<file path="src/rtl/game_pkg.sv">
// Shared definitions for the reaction-game blocks: arbiter state encoding and
// the grant-id width helper.
package game_pkg;

    localparam logic [1:0] ARB_IDLE  = 2'd0;
    localparam logic [1:0] ARB_WATCH = 2'd1;
    localparam logic [1:0] ARB_GRANT = 2'd2;

    typedef enum logic [1:0] {
        IDLE  = ARB_IDLE,
        WATCH = ARB_WATCH,
        GRANT = ARB_GRANT
    } arb_state_e;

    function automatic int idw(input int n);
        return (n <= 2) ? 1 : $clog2(n);
    endfunction

endpackage

</file>
<file path="src/rtl/btn_debounce.sv">
// One button: synchroniser, debounce counter and a one-cycle press event on the
// debounced 0 -> 1 (released -> held) transition.
module btn_debounce #(
    parameter int SYNC_STAGES     = 2,
    parameter int DEBOUNCE_CYCLES = 4
) (
    input  logic CLK,
    input  logic RESET,
    input  logic BTN_N,
    output logic LEVEL,
    output logic PRESS_EVT
);

    localparam logic [7:0] CNT_MAX = 8'(DEBOUNCE_CYCLES);

    logic [SYNC_STAGES-1:0] sync_q;
    logic [7:0]             cnt_q;
    logic                   level_q;
    logic                   prev_q;
    logic                   held_s;

    always_ff @(posedge CLK) begin
        if (RESET) sync_q <= '1;
        else       sync_q <= {sync_q[SYNC_STAGES-2:0], BTN_N};
    end

    assign held_s = ~sync_q[SYNC_STAGES-1];

    // Counter runs only while the synchronised level disagrees with the
    // debounced one; any return to agreement restarts it from zero.
    always_ff @(posedge CLK) begin
        if (RESET) begin
            cnt_q   <= '0;
            level_q <= 1'b0;
            prev_q  <= 1'b0;
        end else begin
            prev_q <= level_q;
            if (held_s == level_q) begin
                cnt_q <= '0;
            end else if (cnt_q == CNT_MAX) begin
                level_q <= held_s;
                cnt_q   <= '0;
            end else begin
                cnt_q <= cnt_q + 8'd1;
            end
        end
    end

    assign LEVEL     = level_q;
    assign PRESS_EVT = level_q & ~prev_q;

endmodule

</file>
<file path="src/rtl/press_arbiter.sv">
// Reaction-game button arbiter: debounces every player's button and grants the
// first qualified press of each round, round-robin among simultaneous presses.
module press_arbiter
    import game_pkg::*;
#(
    parameter int N_PLAYERS       = 2,
    parameter int SYNC_STAGES     = 2,
    parameter int DEBOUNCE_CYCLES = 4,
    localparam int IDW            = idw(N_PLAYERS)
) (
    input  logic                 CLK,
    input  logic                 RESET,
    input  logic [N_PLAYERS-1:0] BTN_N,
    input  logic                 ARM,
    input  logic                 EARLY,
    input  logic                 LIVE,
    input  logic                 ACK,
    output logic                 GRANT_VALID,
    output logic [IDW-1:0]       GRANT_ID,
    output logic                 GRANT_FALSE,
    output logic                 BUSY,
    output logic [N_PLAYERS-1:0] PRESSED
);

    logic [N_PLAYERS-1:0] level;
    logic [N_PLAYERS-1:0] evt;

    for (genvar g = 0; g < N_PLAYERS; g++) begin : g_btn
        btn_debounce #(
            .SYNC_STAGES    (SYNC_STAGES),
            .DEBOUNCE_CYCLES(DEBOUNCE_CYCLES)
        ) u_db (
            .CLK      (CLK),
            .RESET    (RESET),
            .BTN_N    (BTN_N[g]),
            .LEVEL    (level[g]),
            .PRESS_EVT(evt[g])
        );
    end

    arb_state_e     state_q;
    logic [IDW-1:0] ptr_q, ptr_d;
    logic           grant_valid_q, grant_false_q, busy_q;
    logic [IDW-1:0] grant_id_q;
    logic           any_evt;
    logic [IDW-1:0] pick_id;

    // Scan from the top offset down so the last hit is the one closest to
    // the pointer (wrapping), giving round-robin priority.
    always_comb begin
        int j;
        j       = 0;
        any_evt = 1'b0;
        pick_id = '0;
        for (int i = N_PLAYERS - 1; i >= 0; i--) begin
            j = int'(ptr_q) + i;
            if (j >= N_PLAYERS) j = j - N_PLAYERS;
            if (evt[j]) begin
                any_evt = 1'b1;
                pick_id = IDW'(j);
            end
        end
    end

    always_comb begin
        if (int'(pick_id) == N_PLAYERS - 1) ptr_d = '0;
        else                                ptr_d = pick_id + IDW'(1);
    end

    always_ff @(posedge CLK) begin
        if (RESET) begin
            state_q       <= IDLE;
            ptr_q         <= '0;
            grant_valid_q <= 1'b0;
            grant_id_q    <= '0;
            grant_false_q <= 1'b0;
            busy_q        <= 1'b0;
        end else begin
            case (state_q)
                IDLE: begin
                    if (ARM) begin
                        state_q <= WATCH;
                        busy_q  <= 1'b1;
                    end
                end
                WATCH: begin
                    // Presses while neither EARLY nor LIVE are dropped.
                    if (any_evt && (EARLY || LIVE)) begin
                        state_q       <= GRANT;
                        grant_valid_q <= 1'b1;
                        grant_id_q    <= pick_id;
                        grant_false_q <= EARLY;
                        ptr_q         <= ptr_d;
                    end
                end
                GRANT: begin
                    if (ACK) begin
                        state_q       <= IDLE;
                        grant_valid_q <= 1'b0;
                        grant_id_q    <= '0;
                        grant_false_q <= 1'b0;
                        busy_q        <= 1'b0;
                    end
                end
                default: begin
                    state_q       <= IDLE;
                    grant_valid_q <= 1'b0;
                    grant_id_q    <= '0;
                    grant_false_q <= 1'b0;
                    busy_q        <= 1'b0;
                end
            endcase
        end
    end

    assign GRANT_VALID = grant_valid_q;
    assign GRANT_ID    = grant_id_q;
    assign GRANT_FALSE = grant_false_q;
    assign BUSY        = busy_q;
    assign PRESSED     = level;

endmodule

</file>
<file path="config.mk">
export PLATFORM = sky130hd
export DESIGN_NAME = press_arbiter
export DESIGN_NICKNAME = d
export VERILOG_FILES = /design/src/rtl/game_pkg.sv /design/src/rtl/btn_debounce.sv /design/src/rtl/press_arbiter.sv
export SDC_FILE = /design/constraint.sdc
export NUM_CORES = 1
export LEC_CHECK = 0
export BUFFER_PORTS_ARGS = -buffer_cell sky130_fd_sc_hd__buf_2
export CAP_MARGIN = 10
export CORE_UTILIZATION = 60
export DETAILED_ROUTE_END_ITERATION = 6
export PLACE_DENSITY = 0.81
export SYNTH_ARGS = -nofsm -noshare
export SYNTH_HDL_FRONTEND = slang
export SYNTH_HIERARCHICAL = 1
export SYNTH_SLANG_ARGS = --single-unit
export TNS_END_PERCENT = 100
</file>
<file path="constraint.sdc">
create_clock -name CLK -period 2.05 [get_ports CLK]
set_input_delay 0 -clock CLK [delete_from_list [all_inputs] [get_ports CLK]]
set_output_delay 0 -clock CLK [all_outputs]
set_load 0.02 [all_outputs]
</file>
==> results of run 1 <==
-- layer usage --
metal | part of all wire | vias up | track usage | routed length [um]
met5 | 0 | - | 0 | 0
met4 | 0.019 | 0 | 0.103 | 42
met3 | 0.031 | 5 | 0.0472 | 71
met2 | 0.48 | 21 | 0.390 | 1100
met1 | 0.47 | 497 | 0.241 | 1050
li1 | - | 542 | - | -
-- flip-flops by register name, indices dropped and copies added (netlist names) --
| signal | count |
|---|---|
| GRANT_VALID | 1 |
| GRANT_FALSE | 1 |
| g_btn.u_db/prev_q | 2 |
| g_btn.u_db/cnt_q | 16 |
| BUSY | 1 |
| g_btn.u_db/sync_q | 4 |
| GRANT_ID | 1 |
| g_btn.u_db/LEVEL | 2 |
| state_q | 2 |
| ptr_q | 1 |
-- cells by family (layout without fill, tap and decap cells) --
family,Yosys count,count (layout),share of synthesized area
AND/OR/NAND/NOR,57,57,0.238
AO/OA/AOI/OAI,31,31,0.145
adder cells (fa/ha/maj),4,4,0.0389
buffers and inverters,8,33,0.0233
flip-flops,31,31,0.482
XOR/XNOR,8,8,0.0545
multiplexers,2,2,0.0175
-- repair_timing --
item	CTS	global route
gates resized for setup	0	0
setup endpoints to repair	0	0
hold buffers	4	0
hold endpoints to repair	5	0
-- how the worst max path moves through the flow --
stage | start | to | slack, ns
after floorplan | g_btn[0].u_db/LEVEL | GRANT_ID | 0.81
after global placement | g_btn[0].u_db/cnt_q[0] | g_btn[0].u_db/cnt_q[7] | 0.77
after detailed placement | g_btn[1].u_db/cnt_q[0] | g_btn[1].u_db/cnt_q[7] | 0.71
after CTS | g_btn[0].u_db/cnt_q[0] | g_btn[0].u_db/cnt_q[7] | 0.70
after global routing | g_btn[1].u_db/cnt_q[0] | g_btn[1].u_db/cnt_q[2] | 0.59
final | g_btn[0].u_db/cnt_q[0] | g_btn[0].u_db/cnt_q[7] | 0.71
-- report_power, final --
group | internal (W) | switching, W
Combinational | 0.0000250 | 0.0000275
Sequential | 0.000610 | 0.00000664
Clock | 0.000133 | 0.000184
-- layout make-up --
type / count / share of cell area
Clock buffer: 7 / 0.0305
Timing Repair Buffer: 17 / 0.0712
Sequential cell: 31 / 0.421
Multi-Input combinational cell: 102 / 0.431
Inverter: 8 / 0.0204
Clock inverter: 1 / 0.00339
Tap cell: 27 / 0.0229
-- metrics by stage --
stage / util / total power, W / hold WS [ns] / setup slack (ns) / area (um2)
4_1_cts: 0.744 / 0.00100 / 0.0525 / 0.704 / 1480
5_1_grt: 0.744 / 0.00103 / 0.0943 / 0.589 / 1480
3_3_place_gp: 0.699 / 0.000674 / 0.182 / 0.774 / 1390
2_1_floorplan: - / 0.000657 / 0.0691 / 0.807 / 1290
6_report: 0.744 / 0.000986 / 0.0747 / 0.707 / 1480
3_5_place_dp: 0.699 / 0.000677 / 0.186 / 0.714 / 1390
-- cells in the mapped netlist (all sizes together) --
library cell | n | area [um2]
nand3 | 6 | 30.0
and2b | 1 | 8.76
o2111ai | 2 | 17.5
xnor2 | 2 | 17.5
a32oi | 1 | 8.76
nor4bb | 1 | 10.0
a41o | 1 | 10.0
mux2 | 2 | 22.5
a31oi | 1 | 6.26
o211ai | 1 | 7.51
nor2 | 14 | 52.6
dfxtp | 31 | 621
o22ai | 1 | 6.26
or2 | 7 | 43.8
or3 | 6 | 37.5
o21ai | 9 | 45.0
nor3 | 3 | 15.0
inv | 8 | 30.0
a21oi | 12 | 60.1
nand2 | 10 | 37.5
nand4 | 2 | 12.5
xor2 | 6 | 52.6
o21bai | 1 | 7.51
a211o | 2 | 17.5
ha | 4 | 50.1
and4bb | 2 | 25.0
nor2b | 5 | 33.8
==> report_table.html, run 1 <==
<table>
<tr><th>Metric</th><th>Value</th></tr>
<tr><th colspan="2">Global routing</th></tr>
<tr><td>Wire length of the first global-routing pass</td><td>slightly below 4000 um</td></tr>
<tr><td>Vias in the first global route</td><td>around 960</td></tr>
<tr><td>Remaining Overflow, GRT</td><td>0</td></tr>
<tr><td>Antenna violations before repair</td><td>0</td></tr>
<tr><td>Combined global-route utilization of all metal layers</td><td>0.216</td></tr>
<tr><td>Largest net degree at the start of global routing</td><td>21</td></tr>
<tr><th colspan="2">Worst setup path</th></tr>
<tr><td>Required time reported for the critical path endpoint</td><td>approximately 2.3 ns</td></tr>
<tr><td>Category of the worst setup path launch point</td><td>register</td></tr>
<tr><td>Critical path, cell by cell</td><td>inv_1 &gt; ha_1 &gt; and4bb_1 &gt; a211o_1 &gt; a21oi_1</td></tr>
<tr><td>Worst Reg-to-Reg Cells</td><td>5</td></tr>
<tr><td>Worst reg2reg path startpoint</td><td>g_btn[0].u_db/cnt_q[0]</td></tr>
<tr><td>Slack of the worst reg-to-reg path</td><td>roughly 0.71 ns</td></tr>
<tr><td>Capturing element type of the critical path</td><td>register</td></tr>
<tr><td>Destination of the worst register-to-register timing path</td><td>g_btn[0].u_db/cnt_q[7]</td></tr>
<tr><td>Category of cells accounting for the largest share of critical-path delay</td><td>compound AO/OA/AOI/OAI gates</td></tr>
<tr><td>Buf/Inv on CP</td><td>1</td></tr>
<tr><td>Number of cells on the critical path</td><td>5</td></tr>
<tr><td>Slowest stage cell, crit path</td><td>sky130_fd_sc_hd__dfxtp_1</td></tr>
<tr><td>Critical path data arrival time</td><td>1.59 ns</td></tr>
<tr><td>Worst Path Class, Setup</td><td>reg2reg</td></tr>
<tr><td>Slowest stage delay, CP</td><td>0.39 ns</td></tr>
<tr><td>Crit Path Max Fanout</td><td>5</td></tr>
<tr><th colspan="2">Synth</th></tr>
<tr><td>Count of mapped cells out of synthesis</td><td>141</td></tr>
<tr><td>Summed instance area of the synthesized netlist</td><td>between 1000 and 1500 um2</td></tr>
<tr><td>Distinct cell type count after synthesis</td><td>29</td></tr>
<tr><td>Sequential share of the synthesized area</td><td>0.482</td></tr>
<tr><td>Per-instance average area after synthesis</td><td>between 9 and 10 um2</td></tr>
<tr><td>Net count of the mapped netlist</td><td>approximately 150</td></tr>
<tr><td>Yosys Warn Count</td><td>6</td></tr>
<tr><td>Register bit total from synthesis</td><td>31</td></tr>
<tr><th colspan="2">STA</th></tr>
<tr><td>Final Setup Violations</td><td>0</td></tr>
<tr><td>RSZ-0062 raised after global routing</td><td>no</td></tr>
<tr><td>Worst Skew</td><td>roughly 0.010 ns</td></tr>
<tr><td>Hold Violations, Final</td><td>0</td></tr>
<tr><td>Setup TNS after final layout</td><td>0 ns</td></tr>
<tr><td>Time the final worst path needs with I/O delays and setup</td><td>roughly 1.3 ns</td></tr>
<tr><td>Max Freq</td><td>about 740 MHz</td></tr>
<tr><td>Remaining max-slew budget at the tightest pin</td><td>0.783</td></tr>
<tr><td>Worst-margin pin slew</td><td>~0.33 ns</td></tr>
<tr><td>Slew Viols, Final</td><td>0</td></tr>
<tr><td>Crit share post-route</td><td>0.655</td></tr>
<tr><th colspan="2">Clock tree</th></tr>
<tr><td>CTS Root Buffer Type</td><td>sky130_fd_sc_hd__clkbuf_4</td></tr>
<tr><td>Number of buffers inserted during clock tree synthesis</td><td>5</td></tr>
<tr><td>Clock tree buffer depth</td><td>2</td></tr>
<tr><td>Clock slew at reported path FFs</td><td>0.09 ns</td></tr>
<tr><td>Clock sink count</td><td>31</td></tr>
<tr><td>H-tree levels</td><td>2</td></tr>
<tr><td>Setup repair bufs after CTS</td><td>0</td></tr>
<tr><td>Clock latency of the later-clocked register in the worst-skew pair</td><td>0.31 ns</td></tr>
<tr><td>Clock tree from TritonCTS</td><td>done</td></tr>
<tr><th colspan="2">Finish</th></tr>
<tr><td>Net count of the finished layout</td><td>177</td></tr>
<tr><td>Most common cell after layout, fill and taps aside</td><td>sky130_fd_sc_hd__dfxtp_1</td></tr>
<tr><td>Share of layout cells above drive strength 1</td><td>0.181</td></tr>
<tr><td>Most used cells in the layout excluding fill and tap cells</td><td>sky130_fd_sc_hd__dfxtp_1 (31), sky130_fd_sc_hd__nor2_1 (14), sky130_fd_sc_hd__buf_2 (13)</td></tr>
<tr><td>Antenna Cells</td><td>0</td></tr>
<tr><td>Footprint of the flip-flops and latches</td><td>approximately 620 um2</td></tr>
<tr><td>Final Non-Filler Cells</td><td>approximately 190</td></tr>
<tr><td>Area of the multi-input gates</td><td>roughly 640 um2</td></tr>
<tr><td>Layout area overhead</td><td>14.7%</td></tr>
<tr><td>Filler Cells Inserted</td><td>159</td></tr>
<tr><th colspan="2">Floorplanning</th></tr>
<tr><td>Die ar.</td><td>2330 um2</td></tr>
<tr><td>Starting density of the core</td><td>0.649</td></tr>
<tr><td>Floorplan Core Area</td><td>~2000 um2</td></tr>
<tr><td>Row count</td><td>16</td></tr>
<tr><td>Number of top-level pins</td><td>14</td></tr>
<tr><td>Die boundary height</td><td>48.3 um</td></tr>
<tr><td>Die outline width</td><td>slightly below 50 um</td></tr>
<tr><th colspan="2">Route</th></tr>
<tr><td>Router iterations before antenna repair</td><td>4</td></tr>
<tr><td>DRC</td><td>0</td></tr>
<tr><td>Total detailed-routing wirelength</td><td>between 2000 and 2500 um</td></tr>
<tr><td>Antenna Violating Nets Remaining</td><td>0</td></tr>
<tr><td>Per-cell routed wire length</td><td>roughly 12 um</td></tr>
<tr><td>Total via count in the routed design</td><td>roughly 1100</td></tr>
<tr><td>Initial detailed-routing violation count</td><td>18</td></tr>
<tr><td>Vias per cell</td><td>~5.5</td></tr>
<tr><th colspan="2">Power and ir drop</th></tr>
<tr><td>Leakage power summed over all cells</td><td>~0.55 nW</td></tr>
<tr><td>Worst vdd rail ir drop</td><td>between 0.5 and 0.6 mV</td></tr>
<tr><td>Power per Cell Area</td><td>around 670 nW/um2</td></tr>
<tr><th colspan="2">Place</th></tr>
<tr><td>Number of placed cells counting well taps</td><td>roughly 180</td></tr>
<tr><td>Number of port buffers</td><td>13</td></tr>
<tr><td>HPWL after DPL</td><td>approximately 1700 um</td></tr>
<tr><td>Weighted congestion reported at the end of routability-driven placement</td><td>between 0.7 and 0.8</td></tr>
<tr><th colspan="2">Min path</th></tr>
<tr><td>Hold wc startpoint</td><td>RESET</td></tr>
<tr><td>Worst-case hold path end point</td><td>state_q[1]</td></tr>
<tr><td>Type of the most critical hold path</td><td>in2reg</td></tr>
<tr><td>Hold Path Cell Cnt</td><td>2</td></tr>
<tr><th colspan="2">Outcome</th></tr>
<tr><td>Run status</td><td>complete, no violations</td></tr>
<tr><th colspan="2">Job</th></tr>
<tr><td>MaxCap Viol Count</td><td>0</td></tr>
</table>
Power figures use the tool's default switching activity.
==> inputs of run 2 (changes only) <==
Settings changed: CORE_UTILIZATION 60 to 56, PLACE_DENSITY 0.81 to 0.77.
Clock period 2.05 ns to 1.4 ns, I/O delays scaled along.
==> run 2 against run 1 <==
Count of clock-buffer cells in the layout decreased by 1. Flip-flop and latch count unchanged. Core utilization decreased by 1.7 points. Combinational power increased by 46%. Non-clock buffer count increased by 2. Sequential share of layout area decreased by 0.67 points. Via count decreased by 0.38%. Total power increased by 52%. Register-to-register slack got worse by 0.66 ns. Die area increased by 6.8%. Critical path type unchanged. Critical endpoint unchanged. Highest routed layer unchanged.
==> report_table.html, run 2 (synthesis results as in run 1) <==
<table>
<tr><th>Metric</th><th>Value</th></tr>
<tr><th colspan="2">Clock tree</th></tr>
<tr><td>Clock sink count</td><td>31 (unchanged)</td></tr>
<tr><td>H-tree levels</td><td>2 (unchanged)</td></tr>
<tr><td>Clock tree buffer depth</td><td>2 (unchanged)</td></tr>
<tr><td>CTS Root Buffer Type</td><td>sky130_fd_sc_hd__clkbuf_4</td></tr>
<tr><td>Clock latency of the later-clocked register in the worst-skew pair</td><td>0.33 ns (+0.02 ns)</td></tr>
<tr><td>Number of buffers inserted during clock tree synthesis</td><td>5 (unchanged)</td></tr>
<tr><td>Setup repair bufs after CTS</td><td>0 (unchanged)</td></tr>
<tr><td>Clock tree from TritonCTS</td><td>done</td></tr>
<tr><td>Clock slew at reported path FFs</td><td>0.09 ns (about the same)</td></tr>
<tr><th colspan="2">Route</th></tr>
<tr><td>Total detailed-routing wirelength</td><td>2250 um (-0.49%)</td></tr>
<tr><td>Per-cell routed wire length</td><td>11.6 um (-1.0%)</td></tr>
<tr><td>Total via count in the routed design</td><td>1061 (-0.38%)</td></tr>
<tr><td>Vias per cell</td><td>5.47 (-0.89%)</td></tr>
<tr><td>Initial detailed-routing violation count</td><td>25 (+7)</td></tr>
<tr><td>Router iterations before antenna repair</td><td>4 (unchanged)</td></tr>
<tr><td>Antenna Violating Nets Remaining</td><td>0 (unchanged)</td></tr>
<tr><td>DRC</td><td>0 (unchanged)</td></tr>
<tr><th colspan="2">Outcome</th></tr>
<tr><td>Run status</td><td>complete, no violations</td></tr>
<tr><th colspan="2">Global routing</th></tr>
<tr><td>Remaining Overflow, GRT</td><td>0 (unchanged)</td></tr>
<tr><td>Wire length of the first global-routing pass</td><td>3990 um (+1.8%)</td></tr>
<tr><td>Vias in the first global route</td><td>966 (+0.52%)</td></tr>
<tr><td>Largest net degree at the start of global routing</td><td>21 (unchanged)</td></tr>
<tr><td>Antenna violations before repair</td><td>0 (unchanged)</td></tr>
<tr><td>Combined global-route utilization of all metal layers</td><td>0.220 (+0.00419)</td></tr>
<tr><th colspan="2">Place</th></tr>
<tr><td>Weighted congestion reported at the end of routability-driven placement</td><td>0.815 (+7.9%)</td></tr>
<tr><td>Number of placed cells counting well taps</td><td>183 (+1.1%)</td></tr>
<tr><td>Number of port buffers</td><td>13 (unchanged)</td></tr>
<tr><td>HPWL after DPL</td><td>1590 um (-3.7%)</td></tr>
<tr><td>Setup slack at placement</td><td>0.0683 ns (-0.645 ns)</td></tr>
<tr><th colspan="2">Worst setup path</th></tr>
<tr><td>Worst Path Class, Setup</td><td>reg2reg</td></tr>
<tr><td>Capturing element type of the critical path</td><td>register</td></tr>
<tr><td>Category of the worst setup path launch point</td><td>register</td></tr>
<tr><td>Worst reg2reg path startpoint</td><td>g_btn[0].u_db/cnt_q[0]</td></tr>
<tr><td>Slack of the worst reg-to-reg path</td><td>0.05 ns (-0.66 ns)</td></tr>
<tr><td>Required time reported for the critical path endpoint</td><td>1.66 ns (-0.64 ns)</td></tr>
<tr><td>Crit Path Max Fanout</td><td>5 (unchanged)</td></tr>
<tr><td>Destination of the worst register-to-register timing path</td><td>g_btn[0].u_db/cnt_q[7]</td></tr>
<tr><td>Worst Reg-to-Reg Cells</td><td>5 (unchanged)</td></tr>
<tr><td>Critical path data arrival time</td><td>1.61 ns (+0.02 ns)</td></tr>
<tr><th colspan="2">STA</th></tr>
<tr><td>Time the final worst path needs with I/O delays and setup</td><td>1.35 ns (+0.00552 ns)</td></tr>
<tr><td>Hold Violations, Final</td><td>0 (unchanged)</td></tr>
<tr><td>Final Setup Violations</td><td>0 (unchanged)</td></tr>
<tr><td>Worst Skew</td><td>0.00514 ns (-0.00521 ns)</td></tr>
<tr><td>Slew Viols, Final</td><td>0 (unchanged)</td></tr>
<tr><td>Max Freq</td><td>742 MHz (-0.41%)</td></tr>
<tr><td>Worst-margin pin slew</td><td>0.327 ns (+0.000616 ns)</td></tr>
<tr><td>Crit share post-route</td><td>0.963 (+0.308)</td></tr>
<tr><td>Remaining max-slew budget at the tightest pin</td><td>0.782 (about the same)</td></tr>
<tr><td>Final worst slack</td><td>0.0515 ns (-0.656 ns)</td></tr>
<tr><th colspan="2">Floorplanning</th></tr>
<tr><td>Die ar.</td><td>2490 um2 (+6.8%)</td></tr>
<tr><td>Row count</td><td>16 (unchanged)</td></tr>
<tr><td>Number of top-level pins</td><td>14 (unchanged)</td></tr>
<tr><td>Die outline width</td><td>49.9 um (+3.4%)</td></tr>
<tr><td>Die boundary height</td><td>49.9 um (+3.4%)</td></tr>
<tr><td>Floorplan Core Area</td><td>2060 um2 (+4.0%)</td></tr>
<tr><td>Starting density of the core</td><td>0.624 (-0.0252)</td></tr>
<tr><th colspan="2">Finish</th></tr>
<tr><td>Flip-flop count of the largest register after layout</td><td>16 (unchanged)</td></tr>
<tr><td>Largest regs</td><td>g_btn.u_db/cnt_q (16), g_btn.u_db/sync_q (4)</td></tr>
<tr><td>Footprint of the flip-flops and latches</td><td>621 um2 (unchanged)</td></tr>
<tr><td>Largest Register</td><td>g_btn.u_db/cnt_q</td></tr>
<tr><td>Share of layout cells above drive strength 1</td><td>0.204 (+0.0229)</td></tr>
<tr><td>Net count of the finished layout</td><td>179 (+1.1%)</td></tr>
<tr><td>Filler Cells Inserted</td><td>167 (+5.0%)</td></tr>
<tr><td>Area of the multi-input gates</td><td>638 um2 (+0.39%)</td></tr>
<tr><td>Layout area overhead</td><td>16.5%</td></tr>
<tr><td>Most common cell after layout, fill and taps aside</td><td>sky130_fd_sc_hd__dfxtp_1</td></tr>
<tr><td>Final Non-Filler Cells</td><td>194 (+0.52%)</td></tr>
<tr><td>Antenna Cells</td><td>0 (unchanged)</td></tr>
<tr><td>Most used cells in the layout excluding fill and tap cells</td><td>sky130_fd_sc_hd__dfxtp_1 (31), sky130_fd_sc_hd__nor2_1 (14), sky130_fd_sc_hd__buf_2 (13)</td></tr>
<tr><th colspan="2">Job</th></tr>
<tr><td>MaxCap Viol Count</td><td>0 (unchanged)</td></tr>
<tr><th colspan="2">Min path</th></tr>
<tr><td>Hold wc startpoint</td><td>RESET</td></tr>
<tr><td>Type of the most critical hold path</td><td>in2reg</td></tr>
<tr><td>Worst-case hold path end point</td><td>state_q[1]</td></tr>
<tr><td>Hold Path Cell Cnt</td><td>2 (unchanged)</td></tr>
<tr><th colspan="2">Power and ir drop</th></tr>
<tr><td>Worst vdd rail ir drop</td><td>0.822 mV (+38%)</td></tr>
<tr><td>Leakage power summed over all cells</td><td>0.561 nW (+2.3%)</td></tr>
<tr><td>Power per Cell Area</td><td>1000 nW/um2 (+50%)</td></tr>
</table>
-- run 2: area by class of cell --
| cell class | instances | area share |
|---|---|---|
| Sequential cell | 31 | 0.414 |
| Clock buffer | 6 | 0.0342 |
| Multi-Input combinational cell | 102 | 0.426 |
| Tap cell | 27 | 0.0225 |
| Timing Repair Buffer | 19 | 0.0801 |
| Clock inverter | 1 | 0.00334 |
| Inverter | 8 | 0.0200 |
-- run 2: what timing repair did --
action | in CTS | in global routing
endpoints found under the hold margin | 5 | 0
hold buffers | 4 | 0
resized for setup | 0 | 1
endpoints found under the setup margin | 0 | 2
-- run 2: where the power goes --
group          internal, W   total, W  switching [W]
registers         0.000894   0.000903     0.00000978
logic            0.0000365  0.0000765      0.0000399
clock network     0.000232   0.000520       0.000288
-- run 2: worst max path at each step --
stage | end | from | slack, ns
after floorplan | GRANT_ID | g_btn[0].u_db/LEVEL | 0.16
after global placement | g_btn[1].u_db/cnt_q[7] | g_btn[1].u_db/cnt_q[0] | 0.12
after detailed placement | g_btn[0].u_db/cnt_q[7] | g_btn[0].u_db/cnt_q[0] | 0.07
after CTS | g_btn[0].u_db/cnt_q[7] | g_btn[0].u_db/cnt_q[0] | 0.05
after global routing | g_btn[1].u_db/cnt_q[2] | g_btn[1].u_db/cnt_q[0] | -0.008
final | g_btn[0].u_db/cnt_q[7] | g_btn[0].u_db/cnt_q[0] | 0.05
-- run 2: critical path, cell delays in order, from the launching register on --
cell,delay (ns)
sky130_fd_sc_hd__dfxtp_1,0.38
sky130_fd_sc_hd__inv_1,0.06
sky130_fd_sc_hd__ha_1,0.19
sky130_fd_sc_hd__and4bb_1,0.20
sky130_fd_sc_hd__a211o_1,0.32
sky130_fd_sc_hd__a21oi_1,0.13
-- run 2: layer usage --
metal,routed length [um],track usage,share of wire,vias to the layer above
li1,-,-,-,543
met1,1060,0.259,0.47,484
met2,1020,0.340,0.45,30
met3,124,0.0926,0.055,4
met4,46,0.114,0.020,0
met5,0,0,0,-
-- run 2: stage by stage --
step	setup TNS (ns)	power (W)	cell area (um2)	utilization	hold WS, ns
after floorplan	0	0.000962	1290	-	0.0691
after global placement	0	0.000988	1400	0.679	0.185
after detailed placement	0	0.000991	1400	0.679	0.185
after CTS	0	0.00152	1500	0.726	0.0415
after global routing	-0.00760	0.00156	1500	0.727	0.0684
final	0	0.00150	1500	0.727	0.0555
==> inputs of run 3 (changes only) <==
Settings changed: CORE_MARGIN from default to 3.
==> run 3 against run 2 <==
Register-to-register slack improved by 0.04 ns. Count of clock-buffer cells in the layout did not move. Fmax rose by 3.1%. Largest cell class unchanged. Highest routed layer is now met3.
==> report_table.html, run 3 (synthesis results as in run 1) <==
<table>
<tr><th>Metric</th><th>Value</th></tr>
<tr><th colspan="2">Global routing</th></tr>
<tr><td>Global route hottest layer</td><td>met2</td></tr>
<tr><td>Global routing met1 resource utilization</td><td>0.249 (-0.00991)</td></tr>
<tr><td>Global Route met3 Usage</td><td>0.0665 (-0.0261)</td></tr>
<tr><td>Vias in the first global route</td><td>961 (-0.52%)</td></tr>
<tr><td>Met2 capacity usage during global routing</td><td>0.304 (-0.0357)</td></tr>
<tr><td>Antenna violations before repair</td><td>0 (unchanged)</td></tr>
<tr><td>Wire length of the first global-routing pass</td><td>4110 um (+2.9%)</td></tr>
<tr><td>Remaining Overflow, GRT</td><td>0 (unchanged)</td></tr>
<tr><td>Combined global-route utilization of all metal layers</td><td>0.193 (-0.0278)</td></tr>
<tr><td>Largest net degree at the start of global routing</td><td>21 (unchanged)</td></tr>
<tr><th colspan="2">Power and ir drop</th></tr>
<tr><td>Leakage power summed over all cells</td><td>0.579 nW (+3.2%)</td></tr>
<tr><td>Worst vdd rail ir drop</td><td>1.36 mV (+65%)</td></tr>
<tr><td>Power per Cell Area</td><td>1110 nW/um2 (+11%)</td></tr>
<tr><th colspan="2">Finish</th></tr>
<tr><td>Flip-flop count of the largest register after layout</td><td>16 (unchanged)</td></tr>
<tr><td>Net count of the finished layout</td><td>179 (unchanged)</td></tr>
<tr><td>Layout area overhead</td><td>18.9%</td></tr>
<tr><td>Largest regs</td><td>g_btn.u_db/cnt_q (16), g_btn.u_db/sync_q (4)</td></tr>
<tr><td>Most used cells in the layout excluding fill and tap cells</td><td>sky130_fd_sc_hd__dfxtp_1 (29), sky130_fd_sc_hd__nor2_1 (14), sky130_fd_sc_hd__buf_2 (13)</td></tr>
<tr><td>Most common cell after layout, fill and taps aside</td><td>sky130_fd_sc_hd__dfxtp_1</td></tr>
<tr><td>Share of layout cells above drive strength 1</td><td>0.214 (+0.0107)</td></tr>
<tr><td>Antenna Cells</td><td>0 (unchanged)</td></tr>
<tr><td>Largest Register</td><td>g_btn.u_db/cnt_q</td></tr>
<tr><th colspan="2">Clock tree</th></tr>
<tr><td>Clock sink count</td><td>31 (unchanged)</td></tr>
<tr><td>Clock slew at reported path FFs</td><td>0.10 ns (about the same)</td></tr>
<tr><td>H-tree levels</td><td>2 (unchanged)</td></tr>
<tr><td>Number of buffers inserted during clock tree synthesis</td><td>5 (unchanged)</td></tr>
<tr><td>Clock tree buffer depth</td><td>2 (unchanged)</td></tr>
<tr><td>CTS Root Buffer Type</td><td>sky130_fd_sc_hd__clkbuf_4</td></tr>
<tr><td>Clock tree from TritonCTS</td><td>done</td></tr>
<tr><td>Setup repair bufs after CTS</td><td>0 (unchanged)</td></tr>
<tr><td>Clock latency of the later-clocked register in the worst-skew pair</td><td>0.31 ns (-0.02 ns)</td></tr>
<tr><th colspan="2">STA</th></tr>
<tr><td>Remaining max-slew budget at the tightest pin</td><td>0.781 (-0.00140)</td></tr>
<tr><td>Worst-margin pin slew</td><td>0.329 ns (+0.00211 ns)</td></tr>
<tr><td>Time the final worst path needs with I/O delays and setup</td><td>1.31 ns (-0.0401 ns)</td></tr>
<tr><td>Slew Viols, Final</td><td>0 (unchanged)</td></tr>
<tr><td>Minimum hold slack</td><td>0.0683 ns (+0.0128 ns)</td></tr>
<tr><td>Max Freq</td><td>764 MHz (+3.1%)</td></tr>
<tr><td>Hold Violations, Final</td><td>0 (unchanged)</td></tr>
<tr><td>RSZ-0062 raised after global routing</td><td>yes</td></tr>
<tr><td>Crit share post-route</td><td>0.935 (-0.0287)</td></tr>
<tr><td>Final Setup Violations</td><td>0 (unchanged)</td></tr>
<tr><td>Setup TNS after final layout</td><td>0 ns (unchanged)</td></tr>
<tr><td>Worst Skew</td><td>0.00573 ns (+0.000594 ns)</td></tr>
<tr><th colspan="2">Worst setup path</th></tr>
<tr><td>Worst reg2reg path startpoint</td><td>g_btn[1].u_db/cnt_q[0]</td></tr>
<tr><td>Critical Path End</td><td>g_btn[1].u_db/cnt_q[7]</td></tr>
<tr><td>Worst Reg-to-Reg Cells</td><td>5 (unchanged)</td></tr>
<tr><td>Slack of the worst reg-to-reg path</td><td>0.09 ns (+0.04 ns)</td></tr>
<tr><td>Worst Path Class, Setup</td><td>reg2reg</td></tr>
<tr><td>Destination of the worst register-to-register timing path</td><td>g_btn[1].u_db/cnt_q[7]</td></tr>
<tr><td>Beginning of the critical path</td><td>g_btn[1].u_db/cnt_q[0]</td></tr>
<tr><td>Critical path data arrival time</td><td>1.56 ns (-0.05 ns)</td></tr>
<tr><td>Required time reported for the critical path endpoint</td><td>1.65 ns (about the same)</td></tr>
<tr><td>Capturing element type of the critical path</td><td>register</td></tr>
<tr><td>Crit Path Max Fanout</td><td>5 (unchanged)</td></tr>
<tr><td>Category of the worst setup path launch point</td><td>register</td></tr>
<tr><th colspan="2">Route</th></tr>
<tr><td>Total detailed-routing wirelength</td><td>2290 um (+1.7%)</td></tr>
<tr><td>Antenna Violating Nets Remaining</td><td>0 (unchanged)</td></tr>
<tr><td>DRC</td><td>0 (unchanged)</td></tr>
<tr><td>Per-cell routed wire length</td><td>11.8 um (+1.2%)</td></tr>
<tr><td>Total via count in the routed design</td><td>1061 (unchanged)</td></tr>
<tr><td>Initial detailed-routing violation count</td><td>29 (+16%)</td></tr>
<tr><td>Vias per cell</td><td>5.44 (-0.51%)</td></tr>
<tr><td>Router iterations before antenna repair</td><td>4 (unchanged)</td></tr>
<tr><th colspan="2">Floorplanning</th></tr>
<tr><td>Number of top-level pins</td><td>14 (unchanged)</td></tr>
<tr><td>Starting density of the core</td><td>0.624 (unchanged)</td></tr>
<tr><td>Row count</td><td>16 (unchanged)</td></tr>
<tr><td>Die outline width</td><td>53.9 um (+8.0%)</td></tr>
<tr><td>Die ar.</td><td>2910 um2 (+17%)</td></tr>
<tr><td>Floorplan Core Area</td><td>2060 um2 (unchanged)</td></tr>
<tr><td>Die boundary height</td><td>53.9 um (+8.0%)</td></tr>
<tr><th colspan="2">Min path</th></tr>
<tr><td>Hold wc startpoint</td><td>RESET</td></tr>
<tr><td>Type of the most critical hold path</td><td>in2reg</td></tr>
<tr><th colspan="2">Job</th></tr>
<tr><td>MaxCap Viol Count</td><td>0 (unchanged)</td></tr>
<tr><th colspan="2">Place</th></tr>
<tr><td>Number of port buffers</td><td>13 (unchanged)</td></tr>
<tr><td>HPWL after DPL</td><td>1600 um (+0.51%)</td></tr>
<tr><td>Weighted congestion reported at the end of routability-driven placement</td><td>0.734 (-10%)</td></tr>
<tr><th colspan="2">Outcome</th></tr>
<tr><td>Run status</td><td>complete, no violations</td></tr>
</table>
-- run 3: where the power goes --
group          internal, W  switching (W)  leakage [nW]  total (W)
Combinational    0.0000366      0.0000396         0.278  0.0000762
Sequential        0.000894      0.0000101         0.252   0.000904
Clock             0.000422       0.000289        0.0482   0.000711
Total              0.00135       0.000338         0.579    0.00169
-- run 3: metal layers --
metal  routed length (um)  share of wire
met5                    0              0
met4                    0              0
met3                  129          0.056
met2                 1090           0.47
met1                 1080           0.47
-- run 3: worst max-delay path: stages, from the launching register on --
cell	delay [ns]
sky130_fd_sc_hd__dfxtp_2	0.36
sky130_fd_sc_hd__inv_1	0.05
sky130_fd_sc_hd__ha_1	0.18
sky130_fd_sc_hd__and4bb_1	0.20
sky130_fd_sc_hd__a211o_1	0.32
sky130_fd_sc_hd__a21oi_1	0.14
-- run 3: area by class of cell --
cell class	instances	area (um2)
fillers	174	533
clock buffers	6	51.3
inverters	8	30.0
repair buffers	19	120
multi-input cells	102	636
clock inverters	2	35.0
well taps	27	33.8
flip-flops and latches	31	623
-- run 3: what timing repair did --
action,in CTS,in global routing
hold buffers,4,0
resized for setup,0,2
hold endpoints to repair,5,0
endpoints found under the setup margin,0,7
-- run 3: how the worst min path moves through the flow --
stage,end,cells past startpoint
2_1_floorplan,BUSY,1
6_report,GRANT_VALID,2
3_5_place_dp,g_btn[1].u_db/sync_q[0],2
5_1_grt,BUSY,2
4_1_cts,GRANT_VALID,2
3_3_place_gp,g_btn[1].u_db/sync_q[0],2
-- run 3: metrics by stage --
step	area, um2	std cells	power, W	setup slack, ns	util
finish	1530	195	0.00169	0.0917	0.742
global placement	1400	183	0.000988	0.117	0.679
CTS	1530	195	0.00171	0.0486	0.740
floorplan	1290	141	0.000962	0.157	-
global route	1530	195	0.00177	-0.00813	0.742
detailed placement	1400	183	0.000991	0.0698	0.679
